**config.mk**
```make
export PLATFORM = sky130hd
export DESIGN_NAME = nibble_add_arbiter_flat
export DESIGN_NICKNAME = d
export VERILOG_FILES = /design/src/rtl/nibble_add_arbiter_if.sv /design/src/rtl/nibble_add_arbiter.sv /design/src/flat_wrapper.sv
export SDC_FILE = /design/constraint.sdc
export NUM_CORES = 1
export LEC_CHECK = 0
export BUFFER_PORTS_ARGS = -buffer_cell sky130_fd_sc_hd__buf_2
export CAP_MARGIN = 40
export CORE_AREA = 2 2 75 77
export DETAILED_ROUTE_END_ITERATION = 16
export DIE_AREA = 0 0 77 79
export PLACE_DENSITY = 0.93
export SLEW_MARGIN = 20
export SYNTH_ARGS = -nofsm -noshare
export SYNTH_HDL_FRONTEND = slang
export SYNTH_SLANG_ARGS = --single-unit
```
**constraint.sdc**
```tcl
create_clock -name clk -period 5.4 [get_ports clk]
set_input_delay 0.81 -clock clk [delete_from_list [all_inputs] [get_ports clk]]
set_output_delay 0.81 -clock clk [all_outputs]
set_load 0.005 [all_outputs]
```
**src/rtl/nibble_add_arbiter_if.sv**
```systemverilog
// Request/result bundle for nibble_add_arbiter: two requester ports plus the result port.
// master = requesters and result consumer; slave = the arbiter itself.
interface nibble_add_arbiter_if #(
  parameter int unsigned NIBBLES = 4
) ();
  localparam int unsigned W = 4 * NIBBLES;

  logic         req0_valid;
  logic         req0_ready;
  logic [W-1:0] req0_a;
  logic [W-1:0] req0_b;
  logic         req0_cin;

  logic         req1_valid;
  logic         req1_ready;
  logic [W-1:0] req1_a;
  logic [W-1:0] req1_b;
  logic         req1_cin;

  logic         res_valid;
  logic         res_ready;
  logic [W-1:0] res_sum;
  logic         res_cout;
  logic         res_id;

  modport master (
    output req0_valid, req0_a, req0_b, req0_cin,
    output req1_valid, req1_a, req1_b, req1_cin,
    output res_ready,
    input  req0_ready, req1_ready,
    input  res_valid, res_sum, res_cout, res_id
  );

  modport slave (
    input  req0_valid, req0_a, req0_b, req0_cin,
    input  req1_valid, req1_a, req1_b, req1_cin,
    input  res_ready,
    output req0_ready, req1_ready,
    output res_valid, res_sum, res_cout, res_id
  );
endinterface

```
**src/rtl/nibble_add_arbiter.sv**
```systemverilog
// Round-robin shared nibble-serial adder: one 4-bit add stage stepped LSB nibble first,
// carry held between steps, result returned over a valid/ready port with the requester ID.
module nibble_add_arbiter #(
  parameter int unsigned NIBBLES = 4
) (
  input  logic                  clk,
  input  logic                  rst_n,
  nibble_add_arbiter_if.slave   bus
);
  localparam int unsigned W  = 4 * NIBBLES;
  localparam int unsigned IW = (NIBBLES > 1) ? $clog2(NIBBLES) : 1;
  localparam logic [IW-1:0] LAST_IDX = IW'(NIBBLES - 1);

  typedef enum logic [1:0] {
    IDLE,
    RUN,
    DONE
  } state_t;

  state_t        state;
  logic [W-1:0]  a_r;
  logic [W-1:0]  b_r;
  logic [W-1:0]  sum_r;
  logic [IW-1:0] idx;
  logic          carry;
  logic          last;
  logic          id_r;
  logic          cout_r;
  logic          valid_r;

  logic          grant_any;
  logic          grant;
  logic [3:0]    nib_a;
  logic [3:0]    nib_b;
  logic [3:0]    nib_s;
  logic          nib_c;

  // Grant only exists in IDLE; on a tie the requester that was not served last wins.
  always_comb begin
    grant_any = 1'b0;
    grant     = 1'b0;
    if (state == IDLE) begin
      if (bus.req0_valid && bus.req1_valid) begin
        grant_any = 1'b1;
        grant     = ~last;
      end else if (bus.req0_valid) begin
        grant_any = 1'b1;
      end else if (bus.req1_valid) begin
        grant_any = 1'b1;
        grant     = 1'b1;
      end
    end
  end

  assign bus.req0_ready = grant_any && !grant;
  assign bus.req1_ready = grant_any && grant;

  always_comb begin
    nib_a = a_r[4*int'(idx) +: 4];
    nib_b = b_r[4*int'(idx) +: 4];
    {nib_c, nib_s} = {1'b0, nib_a} + {1'b0, nib_b} + {4'b0000, carry};
  end

  always_ff @(posedge clk or negedge rst_n) begin
    if (!rst_n) begin
      state   <= IDLE;
      a_r     <= '0;
      b_r     <= '0;
      sum_r   <= '0;
      idx     <= '0;
      carry   <= 1'b0;
      last    <= 1'b1;
      id_r    <= 1'b0;
      cout_r  <= 1'b0;
      valid_r <= 1'b0;
    end else begin
      case (state)
        IDLE: begin
          if (grant_any) begin
            a_r   <= grant ? bus.req1_a   : bus.req0_a;
            b_r   <= grant ? bus.req1_b   : bus.req0_b;
            carry <= grant ? bus.req1_cin : bus.req0_cin;
            id_r  <= grant;
            last  <= grant;
            idx   <= '0;
            state <= RUN;
          end
        end
        RUN: begin
          sum_r[4*int'(idx) +: 4] <= nib_s;
          carry <= nib_c;
          idx   <= idx + IW'(1);
          if (idx == LAST_IDX) begin
            cout_r  <= nib_c;
            valid_r <= 1'b1;
            state   <= DONE;
          end
        end
        DONE: begin
          if (bus.res_ready) begin
            valid_r <= 1'b0;
            state   <= IDLE;
          end
        end
        default: state <= IDLE;
      endcase
    end
  end

  assign bus.res_valid = valid_r;
  assign bus.res_sum   = sum_r;
  assign bus.res_cout  = cout_r;
  assign bus.res_id    = id_r;

  a_ready_exclusive: assert property (@(posedge clk) disable iff (!rst_n)
    !(bus.req0_ready && bus.req1_ready));

  a_result_stable: assert property (@(posedge clk) disable iff (!rst_n)
    (bus.res_valid && !bus.res_ready) |=>
      (bus.res_valid && $stable(bus.res_sum) && $stable(bus.res_cout) && $stable(bus.res_id)));

endmodule

```
**src/flat_wrapper.sv**
```systemverilog
// flat-port wrapper written by rule: the top's interface ports become plain ports
module nibble_add_arbiter_flat 
#(
  parameter int unsigned NIBBLES = 4
)
  (clk, rst_n, bus_req0_valid, bus_req0_a, bus_req0_b, bus_req0_cin, bus_req1_valid, bus_req1_a, bus_req1_b, bus_req1_cin, bus_res_ready, bus_req0_ready, bus_req1_ready, bus_res_valid, bus_res_sum, bus_res_cout, bus_res_id);
  nibble_add_arbiter_if #(.NIBBLES(NIBBLES)) bus_i ();
  input  logic clk;
  input  logic rst_n;
  input wire logic [$bits(bus_i.req0_valid)-1:0] bus_req0_valid;
  input wire logic [$bits(bus_i.req0_a)-1:0] bus_req0_a;
  input wire logic [$bits(bus_i.req0_b)-1:0] bus_req0_b;
  input wire logic [$bits(bus_i.req0_cin)-1:0] bus_req0_cin;
  input wire logic [$bits(bus_i.req1_valid)-1:0] bus_req1_valid;
  input wire logic [$bits(bus_i.req1_a)-1:0] bus_req1_a;
  input wire logic [$bits(bus_i.req1_b)-1:0] bus_req1_b;
  input wire logic [$bits(bus_i.req1_cin)-1:0] bus_req1_cin;
  input wire logic [$bits(bus_i.res_ready)-1:0] bus_res_ready;
  output wire logic [$bits(bus_i.req0_ready)-1:0] bus_req0_ready;
  output wire logic [$bits(bus_i.req1_ready)-1:0] bus_req1_ready;
  output wire logic [$bits(bus_i.res_valid)-1:0] bus_res_valid;
  output wire logic [$bits(bus_i.res_sum)-1:0] bus_res_sum;
  output wire logic [$bits(bus_i.res_cout)-1:0] bus_res_cout;
  output wire logic [$bits(bus_i.res_id)-1:0] bus_res_id;
  assign bus_i.req0_valid = bus_req0_valid;
  assign bus_i.req0_a = bus_req0_a;
  assign bus_i.req0_b = bus_req0_b;
  assign bus_i.req0_cin = bus_req0_cin;
  assign bus_i.req1_valid = bus_req1_valid;
  assign bus_i.req1_a = bus_req1_a;
  assign bus_i.req1_b = bus_req1_b;
  assign bus_i.req1_cin = bus_req1_cin;
  assign bus_i.res_ready = bus_res_ready;
  assign bus_req0_ready = bus_i.req0_ready;
  assign bus_req1_ready = bus_i.req1_ready;
  assign bus_res_valid = bus_i.res_valid;
  assign bus_res_sum = bus_i.res_sum;
  assign bus_res_cout = bus_i.res_cout;
  assign bus_res_id = bus_i.res_id;
  nibble_add_arbiter #(.NIBBLES(NIBBLES)) u_core (.clk(clk), .rst_n(rst_n), .bus(bus_i));
endmodule
```
==> results of run 1 <==
==> worst max path at each step <==
stage,start,endpoint,slack (ns),cells past startpoint
4_1_cts,u_core.idx[0]$_DFFE_PN0P_,u_core.carry$_DFFE_PN0P_,2.38,6
3_3_place_gp,u_core.idx[0]$_DFFE_PN0P_,u_core.carry$_DFFE_PN0P_,2.50,6
2_1_floorplan,u_core.idx[1]$_DFFE_PN0P_,u_core.carry$_DFFE_PN0P_,2.99,7
5_1_grt,bus_req0_valid,bus_req1_ready,2.46,5
6_report,bus_req0_valid,bus_req1_ready,2.64,5
3_5_place_dp,u_core.idx[0]$_DFFE_PN0P_,u_core.carry$_DFFE_PN0P_,2.40,6
==> report_power, final <==
part | internal [mW] | switching (mW) | leakage, nW
sequential | 0.622 | 0.142 | 0.677
clock | 0.225 | 0.164 | 0.0974
combinational | 0.490 | 0.626 | 0.868
==> logic make-up (layout without fill, tap and decap cells) <==
logic type | count (synthesis) | in the layout | synth area share
and+or+nand+nor | 93 | 93 | 0.157
adders and majority gates | 11 | 11 | 0.0555
buffers and inverters | 18 | 115 | 0.0355
xor gates and xnor gates | 2 | 2 | 0.00637
muxes | 8 | 8 | 0.0655
DFF | 57 | 57 | 0.519
AOI/OAI and AO/OA | 64 | 64 | 0.162
==> metrics by stage <==
step | total power [mW] | cells | util | hold slack [ns]
after detailed placement | 1.86 | 405 | 0.607 | 0.481
final | 2.27 | 422 | 0.645 | 0.497
after global placement | 1.77 | 404 | 0.604 | 0.478
after CTS | 2.26 | 421 | 0.642 | 0.496
after floorplan | 1.55 | 253 | - | 0.471
after global routing | 2.43 | 422 | 0.645 | 0.516
==> flip-flops by register name, indices dropped and copies added (netlist names) <==
register,count
u_core.carry,1
u_core.b_r,16
u_core.bus.res_cout,1
u_core.bus.res_id,1
u_core.bus.res_sum,16
u_core.bus.res_valid,1
u_core.idx,2
u_core.last,1
u_core.a_r,16
u_core.state,2
==> metal layers <==
layer	wire, µm	share of wire	global-route usage
met1	2510	0.38	0.269
met2	3550	0.53	0.433
met3	386	0.058	0.0511
met4	204	0.031	0.129
met5	0	0	0
==> critical path: stages <==
cell and delay, ns:
sky130_fd_sc_hd__buf_2 0.12, sky130_fd_sc_hd__nand2_1 0.07, sky130_fd_sc_hd__nand3_2 0.52, sky130_fd_sc_hd__inv_1 0.26, sky130_fd_sc_hd__buf_2 0.15
==> layout make-up <==
type                       count  area share
sequential                    57       0.415
multi-input combinational    178       0.356
timing repair buffer          94       0.143
clock buffer                  13      0.0432
tap                           72      0.0262
clock inverter                 3      0.0116
inverter                       5     0.00545
==> cell usage in the layout (no fill, tap or decap), types with 3 or more instances in the layout <==
cell and instances:
sky130_fd_sc_hd__nor2_1 67, sky130_fd_sc_hd__clkbuf_1 3, sky130_fd_sc_hd__buf_2 91, sky130_fd_sc_hd__dfrtp_1 56
sky130_fd_sc_hd__ha_1 9, sky130_fd_sc_hd__mux4_2 8, sky130_fd_sc_hd__a22o_1 16, sky130_fd_sc_hd__inv_1 5
sky130_fd_sc_hd__a21oi_1 5, sky130_fd_sc_hd__clkbuf_8 10, sky130_fd_sc_hd__nand2_1 12, sky130_fd_sc_hd__o22ai_1 32
==> metrics.log, run 1 <==
INFO  metric worst_path_setup_slack_after_routing = roughly 2.6 ns
INFO  metric dieArea = roughly 0.006 mm²
INFO  metric synthesis.area = around 0.0028 mm²
INFO  metric gp_congestion = a little over 0.9
INFO  metric clock_path_buffers = 2
INFO  metric rsz_0062_raised_after_global_routing = false
INFO  metric r2r_slack = approximately 2.8 ns
INFO  metric synthesis.nets = approximately 340
INFO  metric tritoncts = yes
INFO  metric start_util = 0.515
INFO  metric cts.reportedPaths.clkPinSlew = ~0.060 ns
INFO  metric core = roughly 0.0053 mm²
INFO  metric timing.setup.critical_path_class = input port to output port
INFO  metric cts_root_buffer = sky130_fd_sc_hd__clkbuf_8
INFO  metric detailedPlace.worstSlack = about 2.4 ns
INFO  metric portBuffers = 91
INFO  metric hpwl_after_dpl = approximately 4900 µm
INFO  metric synth_edf_count = 0
INFO  metric die_w = slightly below 80 µm
INFO  metric die_height = between 70 and 80 µm
INFO  metric final_nets = between 400 and 500
INFO  metric multi_input_logic_area = approximately 0.0012 mm²
INFO  metric postRouteAntennaNets = 0
INFO  metric grt_max_degree = just under 60
INFO  metric grt.overflow.total = 0
INFO  metric grt_antenna_before_repair = 0
INFO  metric area.growth.synth_to_final = 25.2%
INFO  metric fraction_of_registers_with_async_set_or_reset_after_synthesis = 1.00
INFO  metric routed_wire_length = between 6000 and 7000 µm
INFO  metric post_cts_hold_buffer_count = 0
INFO  metric setup.worst_path.start_class = input port
INFO  metric final_max_slew_viol_count = 0
INFO  metric viasPerCell = between 5 and 6
INFO  metric grt_pass1_vias = about 2,400
INFO  metric synth_most_common_cell = sky130_fd_sc_hd__nor2_1
INFO  metric netlist.area_leader.share = 0.510
INFO  metric detailedRoute.firstIterationViolations = slightly below 100
INFO  metric worst-endpoint-required = 4.59 ns
INFO  metric syn-instance-count = roughly 250
INFO  metric run_status = complete, no violations
INFO  metric ys_dominant_reg_cell = sky130_fd_sc_hd__dfrtp_1
INFO  metric drv.max_cap_violation_count = 0
INFO  metric vdd_drop_max = ~0.00034 V
INFO  metric cellPowerDensity = 659 mW/mm²
INFO  metric cts_made_buffers = 9
INFO  metric drive_gt1_frac = 0.351
INFO  metric tightest_slew = ~0.7 ns
INFO  metric final_period_minus_worst_setup_slack = 2.76 ns
INFO  metric track_usage = 0.241
INFO  metric vias = 2,328
INFO  metric yosysTopAreaCell = sky130_fd_sc_hd__dfrtp_1
INFO  metric post_cts_setup_buffer_count = 0
INFO  metric cts_max_level = 3
INFO  metric clock_skew = 0.00659 ns
INFO  metric placement_rows = 27
INFO  metric critPathMaxFanout = 34
INFO  metric insertedDiodeCount = 0
INFO  metric timing.critical_path.arrival = between 1.5 and 2 ns
INFO  metric synth_commonest_cells = sky130_fd_sc_hd__nor2_1 (67), sky130_fd_sc_hd__dfrtp_1 (56), sky130_fd_sc_hd__o22ai_1 (32)
INFO  metric crit_path_end_kind = output port
INFO  metric crit-reg2reg-capture = u_core.carry$_DFFE_PN0P_
INFO  metric number_of_remaining_drc_errors = 0
INFO  metric cts.sink_count = 57
INFO  metric finish.instance_area = 0.00344 mm²
INFO  metric yosys.cell_types.count = 35
INFO  metric fillCellCount = 461
INFO  metric yosys-top-cells-area = sky130_fd_sc_hd__dfrtp_1 (51%), sky130_fd_sc_hd__nor2_1 (9.1%), sky130_fd_sc_hd__o22ai_1 (7.3%)
INFO  metric power_leakage = about 1.6 nW
INFO  metric final_hold_viol_count = 0
INFO  metric worst_skew_pair.late_latency = ~0.34 ns
INFO  metric final.period_utilization = 0.510
INFO  metric drtPass1Iterations = 5
INFO  metric synth_area_per_cell = between 10 and 15 µm²
INFO  metric yosys_warnings = 0
INFO  metric max-slew-margin-rel = 0.533
INFO  metric worstHoldPathCells = 1
INFO  metric placed_cell_area = 0.00324 mm²
INFO  metric timing.hold.worst.start = u_core.bus.res_sum[8]$_DFFE_PN0P_
INFO  metric rr_startpoint = u_core.idx[0]$_DFFE_PN0P_
INFO  metric detail_route.wl_per_cell = 15.8 µm
INFO  metric min_path_type = flip-flop to flip-flop
INFO  metric postCtsResizedCells = 0
INFO  metric grt_pass1_wl = around 11,000 µm
INFO  metric max_freq = 363 MHz
INFO  metric setup-tns-final = 0 ns
INFO  metric yosysSeqAreaShare = 0.519
INFO  metric register_area = between 0.001 and 0.0015 mm²
INFO  metric hold_path_end = u_core.bus.res_sum[8]$_DFFE_PN0P_
INFO  metric ioPinCount = 92
INFO  metric timing.final.setup_violations = 0
INFO  metric yosys_register_bits = 57
INFO  metric timing.reg2reg.worst_path_depth = 7
No activity file was read; power rests on OpenSTA's default activity.
==> run 2, diff against run 1 <==
Settings changed: CORE_AREA 2 2 75 77 to 2 2 82 84, DIE_AREA 0 0 77 79 to 0 0 84 86, PLACE_DENSITY 0.93 to 0.84.
Clock period 5.4 ns to 2.5 ns, I/O delays scaled along.
==> run 2 against run 1 <==
Against the previous run: first-iteration DRC count grew 51%; final area increased by 1.1%; count of clock-buffer cells in the layout up 1; sequential share of layout area is 0.41 points lower; clock power increased by 110%; largest cell class unchanged.
==> metrics.log, run 2 (synthesized netlist as in run 1, its figures left out) <==
INFO  metric power_frac_seq = 0.332
INFO  metric power.switching_fraction = 0.407
INFO  metric postCtsResizedCells = 0
INFO  metric vias = about 2,300
INFO  metric path_delay_family = adder cells
INFO  metric post_cts_hold_buffer_count = 0
INFO  metric power_leakage = roughly 1.7 nW
INFO  metric grt.overflow.total = 0
INFO  metric tightest_slew = ~0.67 ns
INFO  metric start_util = 0.438
INFO  metric insertedDiodeCount = 0
INFO  metric drv.max_cap_violation_count = 0
INFO  metric cts_max_level = 3
INFO  metric grt_pass1_vias = around 2,300
INFO  metric clock_power_share = 0.166
INFO  metric rsz_0062_raised_after_global_routing = false
INFO  metric ioPinCount = between 90 and 100
INFO  metric worst_path_setup_slack_after_routing = 0.117 ns
INFO  metric placed_cells_incl_taps = 416
INFO  metric area.growth.synth_to_final = 26.6%
INFO  metric timing.critical_path.arrival = approximately 2.7 ns
INFO  metric grt_max_degree = 35
INFO  metric cts.reportedPaths.clkPinSlew = ~0.060 ns
INFO  metric portBuffers = around 90
INFO  metric cellPowerDensity = approximately 1400 mW/mm²
INFO  metric clock_skew = about 0.0075 ns
INFO  metric setup-tns-final = 0 ns
INFO  metric timing.final.setup_violations = 0
INFO  metric die_height = 86 µm
INFO  metric setup.worst_path.start_class = flip-flop
INFO  metric gp_congestion = ~0.87
INFO  metric layout_common_cells = sky130_fd_sc_hd__buf_2 (91), sky130_fd_sc_hd__nor2_1 (67), sky130_fd_sc_hd__dfrtp_1 (55), sky130_fd_sc_hd__o22ai_1 (32), sky130_fd_sc_hd__a22o_1 (16)
INFO  metric dieArea = around 0.0072 mm²
INFO  metric core = between 0.006 and 0.007 mm²
INFO  metric max_stage_delay = 0.52 ns
INFO  metric placement_rows = 29
INFO  metric final_hold_viol_count = 0
INFO  metric fillCellCount = around 560
INFO  metric worst-endpoint-required = around 2.8 ns
INFO  metric routed_wire_length = between 6000 and 7000 µm
INFO  metric crit_path_end_kind = flip-flop
INFO  metric worst_skew_pair.late_latency = around 0.34 ns
INFO  metric post-route-util = 0.555
INFO  metric internal_power = ~2.9 mW
INFO  metric detailedRoute.firstIterationViolations = approximately 150
INFO  metric p_comb_frac = 0.502
INFO  metric max-slew-margin-rel = 0.555
INFO  metric die_w = 84 µm
INFO  metric final_nets = 432
INFO  metric p_switching = 1.98 mW
INFO  metric cts_made_buffers = 9
INFO  metric final_cells = ~430
INFO  metric final_period_minus_worst_setup_slack = 2.38 ns
INFO  metric critPathBufInv = 0
INFO  metric detail_route.wl_per_cell = ~15 µm
INFO  metric drtPass1Iterations = 4
INFO  metric number_of_remaining_drc_errors = 0
INFO  metric total_power = roughly 5 mW
INFO  metric worstPathCellList = mux4_2 > fa_1 > fa_1 > xor2_1 > a22o_1
INFO  metric grt_antenna_before_repair = 0
INFO  metric min_path_type = input port to asynchronous set/reset pin
INFO  metric hpwl_after_dpl = roughly 4700 µm
INFO  metric final.period_utilization = 0.953
INFO  metric postRouteAntennaNets = 0
INFO  metric grt_pass1_wl = between 10,000 and 15,000 µm
INFO  metric vdd_drop_max = 0.000599 V
INFO  metric critical_path.most_common_cell = sky130_fd_sc_hd__fa_1
INFO  metric critPathMaxFanout = 4
INFO  metric post_cts_setup_buffer_count = 0
INFO  metric viasPerCell = about 5.2
INFO  metric timing.setup.critical_path_class = flip-flop to flip-flop
INFO  metric final_max_slew_viol_count = 0
INFO  metric cts.sink_count = between 50 and 60
INFO  metric max_freq = 420 MHz
INFO  metric cts_root_buffer = sky130_fd_sc_hd__clkbuf_8
INFO  metric run_status = complete, no violations
INFO  metric detailedPlace.worstSlack = ~0.04 ns
INFO  metric track_usage = 0.198
INFO  metric clock_path_buffers = 2
INFO  metric tritoncts = yes
INFO  metric layout.cells.most_common = sky130_fd_sc_hd__buf_2
INFO  metric critical-path-slowest-cell = sky130_fd_sc_hd__mux4_2
INFO  metric drive_gt1_frac = 0.372
## run 2: routing by layer
metal,track usage,part of all wire,vias up
met5,0,0,-
met3,0.0683,0.056,11
met4,0.0733,0.019,0
met2,0.329,0.51,70
met1,0.240,0.42,1067
li1,-,-,1109
## run 2: final timing paths
check                                                     start                                 end  slack [ns]  cells after the start
worst min register to register  u_core.bus.res_cout$_DFFE_PN0P_     u_core.bus.res_cout$_DFFE_PN0P_        0.50                      2
max in group asynchronous                                 rst_n             u_core.last$_DFFE_PN1P_        1.70                      2
worst max-delay path                  u_core.idx[0]$_DFFE_PN0P_  u_core.bus.res_sum[14]$_DFFE_PN0P_        0.12                      5
min in group clk                                  bus_res_ready         u_core.state[1]$_DFFE_PN0P_        0.22                      2
worst min-delay path                                      rst_n    u_core.bus.res_valid$_DFFE_PN0P_        0.07                      1
worst max register to register        u_core.idx[0]$_DFFE_PN0P_  u_core.bus.res_sum[14]$_DFFE_PN0P_        0.12                      5
## run 2: per-stage QoR
stage                     area (µm²)  hold slack, ns
after global placement          3280           0.442
after floorplan                 2750          0.0794
after CTS                       3480          0.0746
after global routing            3480           0.126
after detailed placement        3280           0.448
final                           3480          0.0656
## run 2: area by class of cell
type	instances	area, µm²	share of cell area
clock buffers	14	183	0.0525
clock inverters	2	10.0	0.00288
inverters	5	18.8	0.00539
multi-input cells	178	1230	0.353
flip-flops and latches	57	1430	0.410
well taps	77	96.3	0.0277
repair buffers	99	515	0.148
## run 2: worst reg2reg max path, delay by kind of cell (launching register included)
kind / cells / cell delay [ns]
adder cells (fa/ha/maj): 2 / 0.87
multiplexers: 1 / 0.52
AO/OA/AOI/OAI: 1 / 0.20
XOR/XNOR: 1 / 0.32
flip-flops: 1 / 0.40
## run 2: power by group through the flow
stage | Combinational [mW] | Sequential, mW | Clock (mW)
finish | 2.45 | 1.61 | 0.809
global route | 2.75 | 1.67 | 0.875
floorplan | 1.79 | 1.56 | 0
CTS | 2.45 | 1.61 | 0.832
global placement | 2.38 | 1.60 | 0
detailed placement | 2.44 | 1.62 | 0
